**src/rtl/tft_fb_arbiter.sv**
```systemverilog
// tft_fb_arbiter: shares the framebuffer BRAM between decoder writes and
// TFT scan-out prefetch; FB_ARB_STATS_EN builds the underflow event counter.
module tft_fb_arbiter #(
  parameter int ADDR_W     = 19,
  parameter int FB_PIXELS  = 384000,
  parameter int FIFO_DEPTH = 16,
  parameter int LOW_WATER  = 8
) (
  input  logic              tft_sclk_33m,
  input  logic              srst,
  input  logic              frame_start,
  input  logic              disp_pop,
  output logic [15:0]       disp_data,
  output logic              disp_empty,
  output logic              disp_underflow,
  input  logic              dec_req,
  input  logic [ADDR_W-1:0] dec_addr,
  input  logic [15:0]       dec_data,
  output logic              dec_ack,
  output logic [ADDR_W-1:0] mem_addr,
  output logic              mem_we,
  output logic [15:0]       mem_wdata,
  input  logic [15:0]       mem_rdata,
  output logic [15:0]       underflow_cnt
);

  localparam int PW = $clog2(FIFO_DEPTH);
  localparam int CW = PW + 1;
  localparam int OW = CW + 1;
  localparam logic [CW:0] DEPTH_O = OW'(FIFO_DEPTH);
  localparam logic [CW:0] LOW_O = OW'(LOW_WATER);
  localparam logic [CW-1:0] FULL_C = CW'(FIFO_DEPTH);
  localparam logic [ADDR_W-1:0] LAST_A = ADDR_W'(FB_PIXELS - 1);

  typedef enum logic [1:0] {
    FLUSH,
    PREFILL,
    RUN
  } state_t;

  state_t state, nstate;

  logic [15:0]       fifo [FIFO_DEPTH];
  logic [PW-1:0]     wr_ptr, rd_ptr;
  logic [CW-1:0]     count, count_nxt;
  logic              inflight, ret;
  logic [ADDR_W-1:0] rd_addr;
  logic [CW:0]       occ;
  logic              push, pop, empty_pop;
  logic              grant_rd, grant_wr;

  // inflight: read on the bus now; ret: its data returns this cycle
  assign occ = {1'b0, count}
             + {{CW{1'b0}}, inflight}
             + {{CW{1'b0}}, ret};

  assign push      = ret && !frame_start;
  assign pop       = disp_pop && (count != '0) && !frame_start;
  assign empty_pop = disp_pop && (count == '0) && !frame_start;

  assign disp_empty = (count == '0);
  assign disp_data  = disp_empty ? 16'h0000 : fifo[rd_ptr];

  // next state and the RAM grant for the coming cycle
  always_comb begin
    nstate    = state;
    grant_rd  = 1'b0;
    grant_wr  = 1'b0;
    count_nxt = count;
    case ({push, pop})
      2'b10:   count_nxt = count + 1'b1;
      2'b01:   count_nxt = count - 1'b1;
      default: count_nxt = count;
    endcase
    if (frame_start) begin
      nstate = FLUSH;
    end else begin
      case (state)
        FLUSH: begin
          nstate   = PREFILL;
          grant_rd = (occ < DEPTH_O);
        end
        PREFILL: begin
          if (count_nxt == FULL_C) nstate = RUN;
          grant_rd = (occ < DEPTH_O);
        end
        RUN: begin
          if (occ < LOW_O) grant_rd = 1'b1;
          else if (dec_req && !dec_ack) grant_wr = 1'b1;
          else if (occ < DEPTH_O) grant_rd = 1'b1;
        end
        default: nstate = FLUSH;
      endcase
    end
  end

  // FSM, FIFO bookkeeping, scan address and registered RAM port
  always_ff @(posedge tft_sclk_33m) begin
    if (!srst) begin
      state          <= FLUSH;
      wr_ptr         <= '0;
      rd_ptr         <= '0;
      count          <= '0;
      inflight       <= 1'b0;
      ret            <= 1'b0;
      rd_addr        <= '0;
      disp_underflow <= 1'b0;
      dec_ack        <= 1'b0;
      mem_we         <= 1'b0;
      mem_addr       <= '0;
      mem_wdata      <= '0;
    end else begin
      state   <= nstate;
      dec_ack <= grant_wr;
      mem_we  <= grant_wr;
      if (grant_wr) begin
        mem_addr  <= dec_addr;
        mem_wdata <= dec_data;
      end else if (grant_rd) begin
        mem_addr <= rd_addr;
      end
      if (frame_start) begin
        wr_ptr         <= '0;
        rd_ptr         <= '0;
        count          <= '0;
        inflight       <= 1'b0;
        ret            <= 1'b0;
        rd_addr        <= '0;
        disp_underflow <= 1'b0;
      end else begin
        ret      <= inflight;
        inflight <= grant_rd;
        count    <= count_nxt;
        if (push) wr_ptr <= wr_ptr + 1'b1;
        if (pop) rd_ptr <= rd_ptr + 1'b1;
        if (grant_rd)
          rd_addr <= (rd_addr == LAST_A) ? '0 : rd_addr + 1'b1;
        if (empty_pop) disp_underflow <= 1'b1;
      end
    end
  end

  // FIFO storage, no reset needed
  always_ff @(posedge tft_sclk_33m) begin
    if (push) fifo[wr_ptr] <= mem_rdata;
  end

`ifdef FB_ARB_STATS_EN
  logic [15:0] ucnt;

  // saturating count of ignored pops; survives frame_start
  always_ff @(posedge tft_sclk_33m) begin
    if (!srst) ucnt <= '0;
    else if (empty_pop && ucnt != 16'hFFFF) ucnt <= ucnt + 1'b1;
  end

  assign underflow_cnt = ucnt;
`else
  assign underflow_cnt = 16'h0000;
`endif

endmodule

```
**config.mk**
```make
export PLATFORM = sky130hd
export DESIGN_NAME = tft_fb_arbiter
export DESIGN_NICKNAME = d
export VERILOG_FILES = /design/src/rtl/tft_fb_arbiter.sv
export SDC_FILE = /design/constraint.sdc
export NUM_CORES = 1
export LEC_CHECK = 0
export CORE_ASPECT_RATIO = 1.2
export CORE_MARGIN = 4
export CORE_UTILIZATION = 43
export DETAILED_ROUTE_END_ITERATION = 8
export PLACE_DENSITY = 0.66
export SYNTH_ARGS = -nofsm -noshare
export SYNTH_HDL_FRONTEND = slang
export SYNTH_SLANG_ARGS = --single-unit
```
**constraint.sdc**
```tcl
create_clock -name tft_sclk_33m -period 4.2 [get_ports tft_sclk_33m]
set_input_delay 0.42 -clock tft_sclk_33m [delete_from_list [all_inputs] [get_ports tft_sclk_33m]]
set_output_delay 0.42 -clock tft_sclk_33m [all_outputs]
set_load 0.02 [all_outputs]
```
==> results of run 1 <==
flip-flops by register name, summed over array words and instances (netlist names), named ones only:
register and count:
fifo 256, mem_addr 19, rd_addr 19, mem_wdata 16, count 5, rd_ptr 4
wr_ptr 4, state 2, disp_underflow 1, inflight 1, mem_we 1, ret 1
worst paths after layout:
check,start,endpoint,slack (ps),depth (start not counted)
worst max register to register,count[3]$_SDFF_PP0_,state[1]$_SDFFE_PP0P_,1060,12
worst min register to register,inflight$_SDFF_PP0_,ret$_SDFF_PP0_,450,1
worst max-delay path,flop,disp_data[9],600,5
worst min-delay path,inflight$_SDFF_PP0_,ret$_SDFF_PP0_,450,1
stage by stage:
step | area (um2) | setup WS, ps | cells
6_report | 16100 | 602 | 1384
3_3_place_gp | 15000 | 746 | 1322
2_1_floorplan | 13500 | 1040 | 846
4_1_cts | 16100 | 510 | 1384
5_1_grt | 16100 | 425 | 1384
3_5_place_dp | 15000 | 658 | 1322
layer usage:
metal  vias up  part of all wire (%)  track usage, %
met5         -                 0.045               0
met3        48                   7.8            4.19
met4         2                   1.9            4.03
met2       239                    50            29.1
li1       3434                     -               -
met1      3693                    40            21.9
cells by family (layout without fill, tap and decap cells):
logic type	after synthesis	in the layout
XOR/XNOR	15	15
other	1	16
buffers and inverters	70	212
adder cells (fa/ha/maj)	10	10
AO/OA/AOI/OAI	99	99
flip-flops	333	333
multiplexers	85	85
AND/OR/NAND/NOR	218	218
cell usage in the layout (no fill, tap or decap), types with 2 or more instances in the layout:
cell             netlist  final
xor2_1                11     11
o211ai_1               2      2
and4_1                 2      2
clkinv_2               0      5
inv_1                  6      6
a21boi_0              15     15
edfxtp_1             256    256
nor3b_1                2      2
xnor2_1                4      4
nand4_1               10     10
mux2i_1                5      5
ha_1                  10     10
nor3_1                 6      6
and3_1                 5      5
nor2b_1               22     22
mux4_2                80     80
clkinvlp_4             0      2
nand4b_1               4      4
conb_1                 1     16
and2_1                22     22
nand2b_1               4      4
buf_4                 18     33
nand2_1               85     85
clkinv_1               0     11
nand3_1                6      6
or3_1                  6      6
nor2_1                32     32
clkbuf_1              25      3
nand3b_1               3      3
dfxtp_1               77     75
a31oi_1               22     22
o21ai_0               29     29
a21oi_1               18     18
clkbuf_16              0     36
clkdlybuf4s50_1        0    110
layout make-up:
cell class,instances,area share (%)
sequential,333,57.3
clock inverter,23,0.932
multi-input combinational,443,24.3
tap,396,3.08
clock buffer,39,5.66
timing repair buffer,144,8.50
inverter,6,0.140
critical path, cell delays in order, from the launching register on:
cell and delay, ps:
dfxtp_2 810, buf_4 350, mux4_2 320, mux4_2 490
nor2b_1 150, clkdlybuf4s50_1 550
report_power, final:
group	switching (mW)	total [mW]	internal, mW
registers	0.00408	3.55	3.55
logic	0.0882	0.154	0.0660
clock network	1.22	2.85	1.63
==> metrics.md, run 1 <==
| Metric | Value |
|---|---|
| Most frequent cell after synthesis | edfxtp_1 |
| Core Area | 30700 um2 |
| First-pass GRT wire length | 45000 um |
| CTS resizes | 0 |
| DP HPWL | 17700 um |
| Worst Tran Pin Value | 1080 ps |
| Synth Register Bits | 333 |
| Antenna Cells | 0 |
| Fin crit share | 85.7% |
| # DRC | 0 |
| Post-synth top cells | edfxtp_1, nand2_1, mux4_2, dfxtp_1, nor2_1 |
| Clk_lat worst skew | 510 ps |
| Yosys top cell by area | edfxtp_1 |
| Share of the synthesized area in the top cell type | 57.1% |
| CP arrival | 3180 ps |
| Final Power | 6.55 mW |
| Crit path capture type | primary output |
| Adder-cell share of the synthesized area | 0.930% |
| Final #Nets | 1030 |
| Largest net degree at the start of global routing | 40 |
| Htree depth | 2 |
| Ys async rst share | 0% |
| Minimum clock period | 3600 ps |
| Pwr dens | 407 nW/um2 |
| Die area | 34200 um2 |
| Post-CTS Setup Repair Bufs | 0 |
| WL/cell | 20.9 um |
| Post-synthesis xor/xnor area fraction | 0.976% |
| RSZ-0062 raised after global routing | no |
| Area grow syn2layout | 19.7% |
| Vias | 7416 |
| Simple-Gate Fraction of Synth Area | 8.19% |
| Initial antenna violation count | 1 |
| Clk sink count | 333 |
| Die height | 202 um |
| Register Area | 9230 um2 |
| Critical Path Start Type | flop |
| Routability cong. | 0.781 |
| Row Count | 70 |
| MaxCap Viol Count | 0 |
| Detailed Routing Iterations Pass 1 | 4 |
| Max rail drop VDD | 276 uV |
| Slew Limit Fails | 0 |
| Dominant cells by area after synthesis | edfxtp_1, mux4_2, dfxtp_1 |
| Ys flop type | edfxtp_1 |
| Fin Setup TNS | 0 ps |
| CTS tree | done |
| Vias in the first global route | 7897 |
| Area occupied by multi-input gates | 3920 um2 |
| Hold Crit Class | reg -> reg |
| Worst hold slack | 449 ps |
| Final core occ | 52.5% |
| Clock transition at path regs | 60 ps |
| Share of cells above drive strength 1 | 17.2% |
| Setup violations, final | 0 |
| Post-synth EDFFs | 256 |
| CTS Root Cell | clkbuf_16 |
| Clk_skew | 17.3 ps |
| YS warnings | 0 |
| Port buffer count | 110 |
| Main combinational cell family by area after synthesis | multiplexers |
| CP max FO | 24 |
| Post-synthesis sequential area ratio | 68.6% |
| DRT iter0 DRCs | 491 |
| Bufs on Longest Clock Path | 3 |
| Die extent in x | 169 um |
| Critical path type | reg -> out |
| Rel. slew slack | 27.8% |
| Via/cell ratio | 5.36 |
| CTS Hold Bufs | 0 |
| Final wirelength | 28900 um |
| Starting Density | 43.9% |
| Final Hold Fails | 0 |
| Antenna Nets Post-Route | 0 |
| Post-synthesis instance total | 831 |
| I/O pins | 127 |
| Fillers | 2508 |
| Data required time at the worst endpoint | 3780 ps |
| Multiplexer share of the synthesized area | 13.8% |
| Avg Cell Area, Syn | 16.2 um2 |
| GR Overflow Total | 0 |
| Leakage dissipation | 5.04 nW |
| Gr usage total | 17.0% |
| Post-synthesis compound-gate area fraction | 4.77% |
| Netlist cell types | 55 |
| Status | finished, final reports clean |
| Fmax | 278 MHz |
| Post-Syn Area | 13500 um2 |
| Num CTS Buffers | 36 |
Note: power is estimated with default switching activity, not from simulation.
==> inputs of run 2 (changes only) <==
--- a/config.mk
+++ b/config.mk
@@ -5,11 +5,12 @@
 export SDC_FILE = /design/constraint.sdc
 export NUM_CORES = 1
 export LEC_CHECK = 0
-export CORE_ASPECT_RATIO = 1.2
 export CORE_MARGIN = 4
 export CORE_UTILIZATION = 43
 export DETAILED_ROUTE_END_ITERATION = 8
-export PLACE_DENSITY = 0.66
+export DONT_BUFFER_PORTS = 1
+export PLACE_DENSITY = 0.61
+export SLEW_MARGIN = 10
 export SYNTH_ARGS = -nofsm -noshare
 export SYNTH_HDL_FRONTEND = slang
 export SYNTH_SLANG_ARGS = --single-unit
==> metrics.md, run 2 (synthesis results as in run 1) <==
| Metric | Value |
|---|---|
| Share of cells above drive strength 1 | 16.4% (-0.81 points) |
| Bufs on Longest Clock Path | 3 (unchanged) |
| Die height | 185 um (-8.4%) |
| CP arrival | 3580 ps (+400 ps) |
| MaxCap Viol Count | 0 (unchanged) |
| Starting Density | 43.8% (-0.14 points) |
| Fin Setup TNS | 0 ps (unchanged) |
| Post-CTS Setup Repair Bufs | 0 (unchanged) |
| Worst Setup Slack, final | 1070 ps (+467 ps) |
| Minimum clock period | 3130 ps (-467 ps) |
| DP HPWL | 15900 um (-10%) |
| Port buffer count | 0 (-100%) |
| Vias in the first global route | 7278 (-7.8%) |
| Leakage dissipation | 4.61 nW (-8.5%) |
| Largest net degree at the start of global routing | 65 (+63%) |
| WL/cell | 22.1 um (+5.6%) |
| Hold Crit Class | in -> reg |
| CTS tree | done |
| I/O pins | 127 (unchanged) |
| Slew Limit Fails | 0 (unchanged) |
| CP max FO | 7 (-71%) |
| Final #Nets | 913 (-11%) |
| # DRC | 0 (unchanged) |
| CTS resizes | 0 (unchanged) |
| Row Count | 64 (-8.6%) |
| Rel. slew slack | 20.8% (-7.0 points) |
| Final core occ | 49.1% (-3.5 points) |
| Num CTS Buffers | 36 (unchanged) |
| Area grow syn2layout | 12.1% |
| GR Overflow Total | 0 (unchanged) |
| Most common cell after layout, fill and taps aside | edfxtp_1 |
| Detailed Routing Iterations Pass 1 | 5 (+1) |
| Clk_lat worst skew | 520 ps (about the same) |
| DRT iter0 DRCs | 558 (+14%) |
| Hold_sp | srst |
| Fmax | 319 MHz (+15%) |
| Fillers | 2582 (+3.0%) |
| Clk_skew | 24.7 ps (+7.39 ps) |
| R2R Path Start | count[3]$_SDFF_PP0_ |
| Htree depth | 2 (unchanged) |
| Antenna Nets Post-Route | 0 (unchanged) |
| Status | finished, final reports clean |
| Pre-CTS setup slack | 1090 ps (+436 ps) |
| Register Area | 9230 um2 (unchanged) |
| Clk sink count | 333 (unchanged) |
| First-pass GRT wire length | 43400 um (-3.6%) |
| Pwr dens | 443 nW/um2 (+8.8%) |
| Gr usage total | 16.5% (-0.51 points) |
| Clock transition at path regs | 60 ps (about the same) |
| Post-Layout Cell Count | 1269 (-8.3%) |
| Via/cell ratio | 5.54 (+3.4%) |
| Worst Tran Pin Value | 1190 ps (+105 ps) |
| Crit path capture type | flop |
| Setup violations, final | 0 (unchanged) |
| Die area | 34200 um2 (about the same) |
| Critical Path Start Type | flop |
| Max reg flops | 256 (unchanged) |
| Biggest regs | fifo (256), mem_addr (19), rd_addr (19) |
| Max rail drop VDD | 248 uV (-10%) |
| Data required time at the worst endpoint | 4650 ps (+870 ps) |
| Core Area | 30700 um2 (+0.31%) |
| Placed cells | 1187 (-10%) |
| RSZ-0062 raised after global routing | no |
| Final wirelength | 28000 um (-3.2%) |
| Area occupied by multi-input gates | 3920 um2 (unchanged) |
| Routability cong. | 0.741 (-5.1%) |
| Initial antenna violation count | 1 (unchanged) |
| CTS Hold Bufs | 16 (+16) |
| CTS Root Cell | clkbuf_16 |
| CP startpoint | count[3]$_SDFF_PP0_ |
| Fin crit share | 74.6% (-11 points) |
| Most flop-heavy register | fifo |
| Final Power | 6.68 mW (+1.9%) |
| Die extent in x | 185 um (+9.1%) |
| Critical path type | reg -> reg |
| Vias | 7028 (-5.2%) |
| Final Hold Fails | 0 (unchanged) |
| Most used cells in the layout excluding fill and tap cells | edfxtp_1, nand2_1, mux4_2 |
## run 2: cell types whose count changed in the layout (fill, tap and decap cells not counted), sizes merged
cell / change
buf: -25
bufinv: +1
clkbuf: +15
clkdlybuf4s50: -110
clkinv: -13
clkinvlp: -3
diode: +1
dlygate4sd3: +18
inv: +1
## run 2: cell type report
| type | instances | share of cell area (%) |
|---|---|---|
| flip-flops and latches | 333 | 61.2 |
| multi-input cells | 443 | 26.0 |
| clock buffers | 54 | 6.69 |
| well taps | 396 | 3.28 |
| repair buffers | 27 | 1.81 |
| clock inverters | 9 | 0.846 |
| inverters | 6 | 0.149 |
| diodes | 1 | 0.0166 |
## run 2: final timing paths
kind | endpoint | slack (ps) | depth (start not counted)
setup / recovery | state[1]$_SDFFE_PP0P_ | 1070 | 12
hold / removal | rd_addr[1]$_SDFFE_PP0P_ | 30 | 1
setup reg to reg | state[1]$_SDFFE_PP0P_ | 1070 | 12
hold reg to reg | ret$_SDFF_PP0_ | 460 | 1
## run 2: where the power goes
part | total (mW) | internal (mW) | switching (mW)
Sequential | 3.55 | 3.55 | 0.00536
Combinational | 0.106 | 0.0290 | 0.0774
Clock | 3.02 | 1.79 | 1.23
Total | 6.68 | 5.37 | 1.31
## run 2: metrics by stage
step	hold WS (ps)	area, um2
floorplan	430	13500
global placement	445	13800
detailed placement	442	13800
CTS	0.226	15100
global route	10.6	15100
finish	27.1	15100
## run 2: critical path, stage by stage (launching register included)
cell and delay (ps):
dfxtp_1 420, nor2_1 140, nor4b_4 160, nor3b_2 400, ha_1 360, xor2_1 100, ha_1 230, nor3b_1 150
o32ai_2 280, xor2_1 210, nand4_1 130, or3_1 320, a21oi_1 140
## run 2: routing by layer
| layer | track usage (%) | up-vias | share of wire [%] |
|---|---|---|---|
| met5 | 0 | - | 0 |
| met3 | 3.83 | 33 | 6.6 |
| met1 | 22.2 | 3559 | 43 |
| li1 | - | 3211 | - |
| met2 | 27.3 | 225 | 49 |
| met4 | 4.11 | 0 | 1.7 |
==> patch: new RTL, settings of run 1 <==
The parameter `FIFO_DEPTH` goes from 16 to 32.
--- a/src/rtl/tft_fb_arbiter.sv
+++ b/src/rtl/tft_fb_arbiter.sv
@@ -5,3 +5,3 @@
   parameter int FB_PIXELS  = 384000,
-  parameter int FIFO_DEPTH = 16,
+  parameter int FIFO_DEPTH = 32,
   parameter int LOW_WATER  = 8
Function: same outputs for any inputs over 4 cycles, from zero or initial values and one cycle with srst low; that may be too few to reach the edited logic, so the function may still have changed.
==> patch against run 1 <==
  * Core utilization decreased by 1.5 points
  * Routed wire length rose by 79%
  * Register-to-register slack worse by 0.03 ns
  * Sequential share of layout area rose by 4.8 points
  * Setup slack got worse by 0.38 ns
  * Sequential cell count rose by 260
  * Count of clock-buffer cells in the layout increased by 32
  * Area after synthesis increased by 73%
  * Total power rose by 78%
  * Via count rose by 57%
  * Fmax shrank 9.5%
  * Non-clock buffer count rose by 14
  * Final area up 70%
==> patch: results (changes against run 1) <==
Outcome - finished clean (unchanged)
First-pass GRT wire length - 77.56 mm (was 45.02 mm)
Final #Nets - 1428 (was 1030)
Crit-path slowest cell - dfxtp_4 (was dfxtp_2)
Routed WL - 51.66 mm (was 28.92 mm)
Post-synthesis adder-cell area fraction - 0.4832% (was 0.9297%)
Largest net degree at the start of global routing - 49 (was 40)
Netlist cell types - 54 (was 55)
Gr usage total - 17.95% (was 16.98%)
Dpl cell area - 0.02549 mm^2 (was 0.01504 mm^2)
Switching Fraction - 19.30% (was 19.99%)
Synth Instances - 1215 (was 831)
EDFF count, synth - 512 (was 256)
Gpl congestion - 0.7721 (was 0.7807)
Mux share of post-synthesis cell area - 16.58% (was 13.76%)
Multi-input gates - 538 (was 443)
DRT met1 WL - 21.08 mm (was 11.59 mm)
WL met2 - 26.07 mm (was 14.51 mm)
Share of cells above drive strength 1 - 24.02% (was 17.21%)
Crit path to - disp_data[2] (was disp_data[9])
Register area - 0.01701 mm^2 (was 0.009234 mm^2)
Synth Area per Inst - 19.18 um^2 (was 16.19 um^2)
CTS sink cnt - 593 (was 333)
Met3 Track Usage GR - 3.279% (was 4.186%)
DPL Wire Length - 30.20 mm (was 17.71 mm)
# fillers - 4222 (was 2508)
Worst hold path type - input pin to flip-flop (was flip-flop to flip-flop)
Met1 Usage GRT - 24.29% (was 21.92%)
Final core occ - 51.01% (was 52.53%)
Largest cells by area after synthesis - edfxtp_1 66%, mux4_2 15%, dfxtp_1 7.0%, nor2_1 1.6%, mux2i_1 1.1% (was edfxtp_1 57%, mux4_2 13%, dfxtp_1 11%, nand2_1 2.4%, o21ai_0 1.1%)
Initial DRC Count - 1105 (was 491)
CLK BUF - 71 (was 39)
ANT cells - 1 (was 0)
Synth top cells by count - 512 x edfxtp_1, 160 x mux4_2, 102 x nor2_1, 81 x dfxtp_1, 66 x nand2_1 (was 256 x edfxtp_1, 85 x nand2_1, 80 x mux4_2, 77 x dfxtp_1, 32 x nor2_1)
Dpl cells - 2019 (was 1322)
First-pass DRT Iterations - 5 (was 4)
Largest delay contributor family on the critical path - multiplexers (was buffers and inverters)
Slowest Stage Delay on Critical Path - 0.56 ns (was 0.81 ns)
Initial antenna violation count - 4 (was 1)
Non-clk bufs - 158 (was 144)
Worst Path Max Fanout - 34 (was 24)
Met2 Usage GRT - 30.33% (was 29.06%)
Routed wire per std cell - 24.37 um (was 20.90 um)
Post-Synth XOR/XNOR Area - 1.203% (was 0.9762%)
Clk buf depth - 3 (unchanged)
Vias per cell - 5.501 (was 5.358)
Clk cell area share - 6.818% (was 6.596%)
Worst setup margin - 0.2260 ns (was 0.6022 ns)
Worst r2r path cells - 11 (was 12)
Metal3 WL - 3.349 mm (was 2.258 mm)
Peak VDD IR - 0.2849 mV (was 0.2757 mV)
Top Registers - fifo x512, mem_addr x19, rd_addr x19 (was fifo x256, mem_addr x19, rd_addr x19)
Worst EP arrival - 3.55 ns (was 3.18 ns)
Register area share after synthesis - 72.93% (was 68.58%)
==> patch: cell count changes in the layout (fill, tap and decap cells not counted), sizes merged, moves of 15 or more <==
| cell | before | now |
|---|---|---|
| nor2 | 32 | 102 |
| mux2i | 5 | 26 |
| mux4 | 80 | 160 |
| nor2b | 22 | 7 |
| nand2 | 85 | 66 |
| clkbuf | 39 | 71 |
| and2 | 23 | 4 |
| edfxtp | 256 | 512 |
| o21ai | 29 | 4 |
| a31oi | 22 | 2 |
==> patch: worst min path at each step <==
stage	startpoint	cells after the start	to
floorplan	inflight$_SDFF_PP0_	1	ret$_SDFF_PP0_
global placement	inflight$_SDFF_PP0_	1	ret$_SDFF_PP0_
detailed placement	inflight$_SDFF_PP0_	1	ret$_SDFF_PP0_
CTS	dec_data[7]	3	mem_wdata[7]$_SDFFE_PN0P_
global route	dec_data[11]	3	mem_wdata[11]$_SDFFE_PN0P_
finish	dec_data[7]	3	mem_wdata[7]$_SDFFE_PN0P_
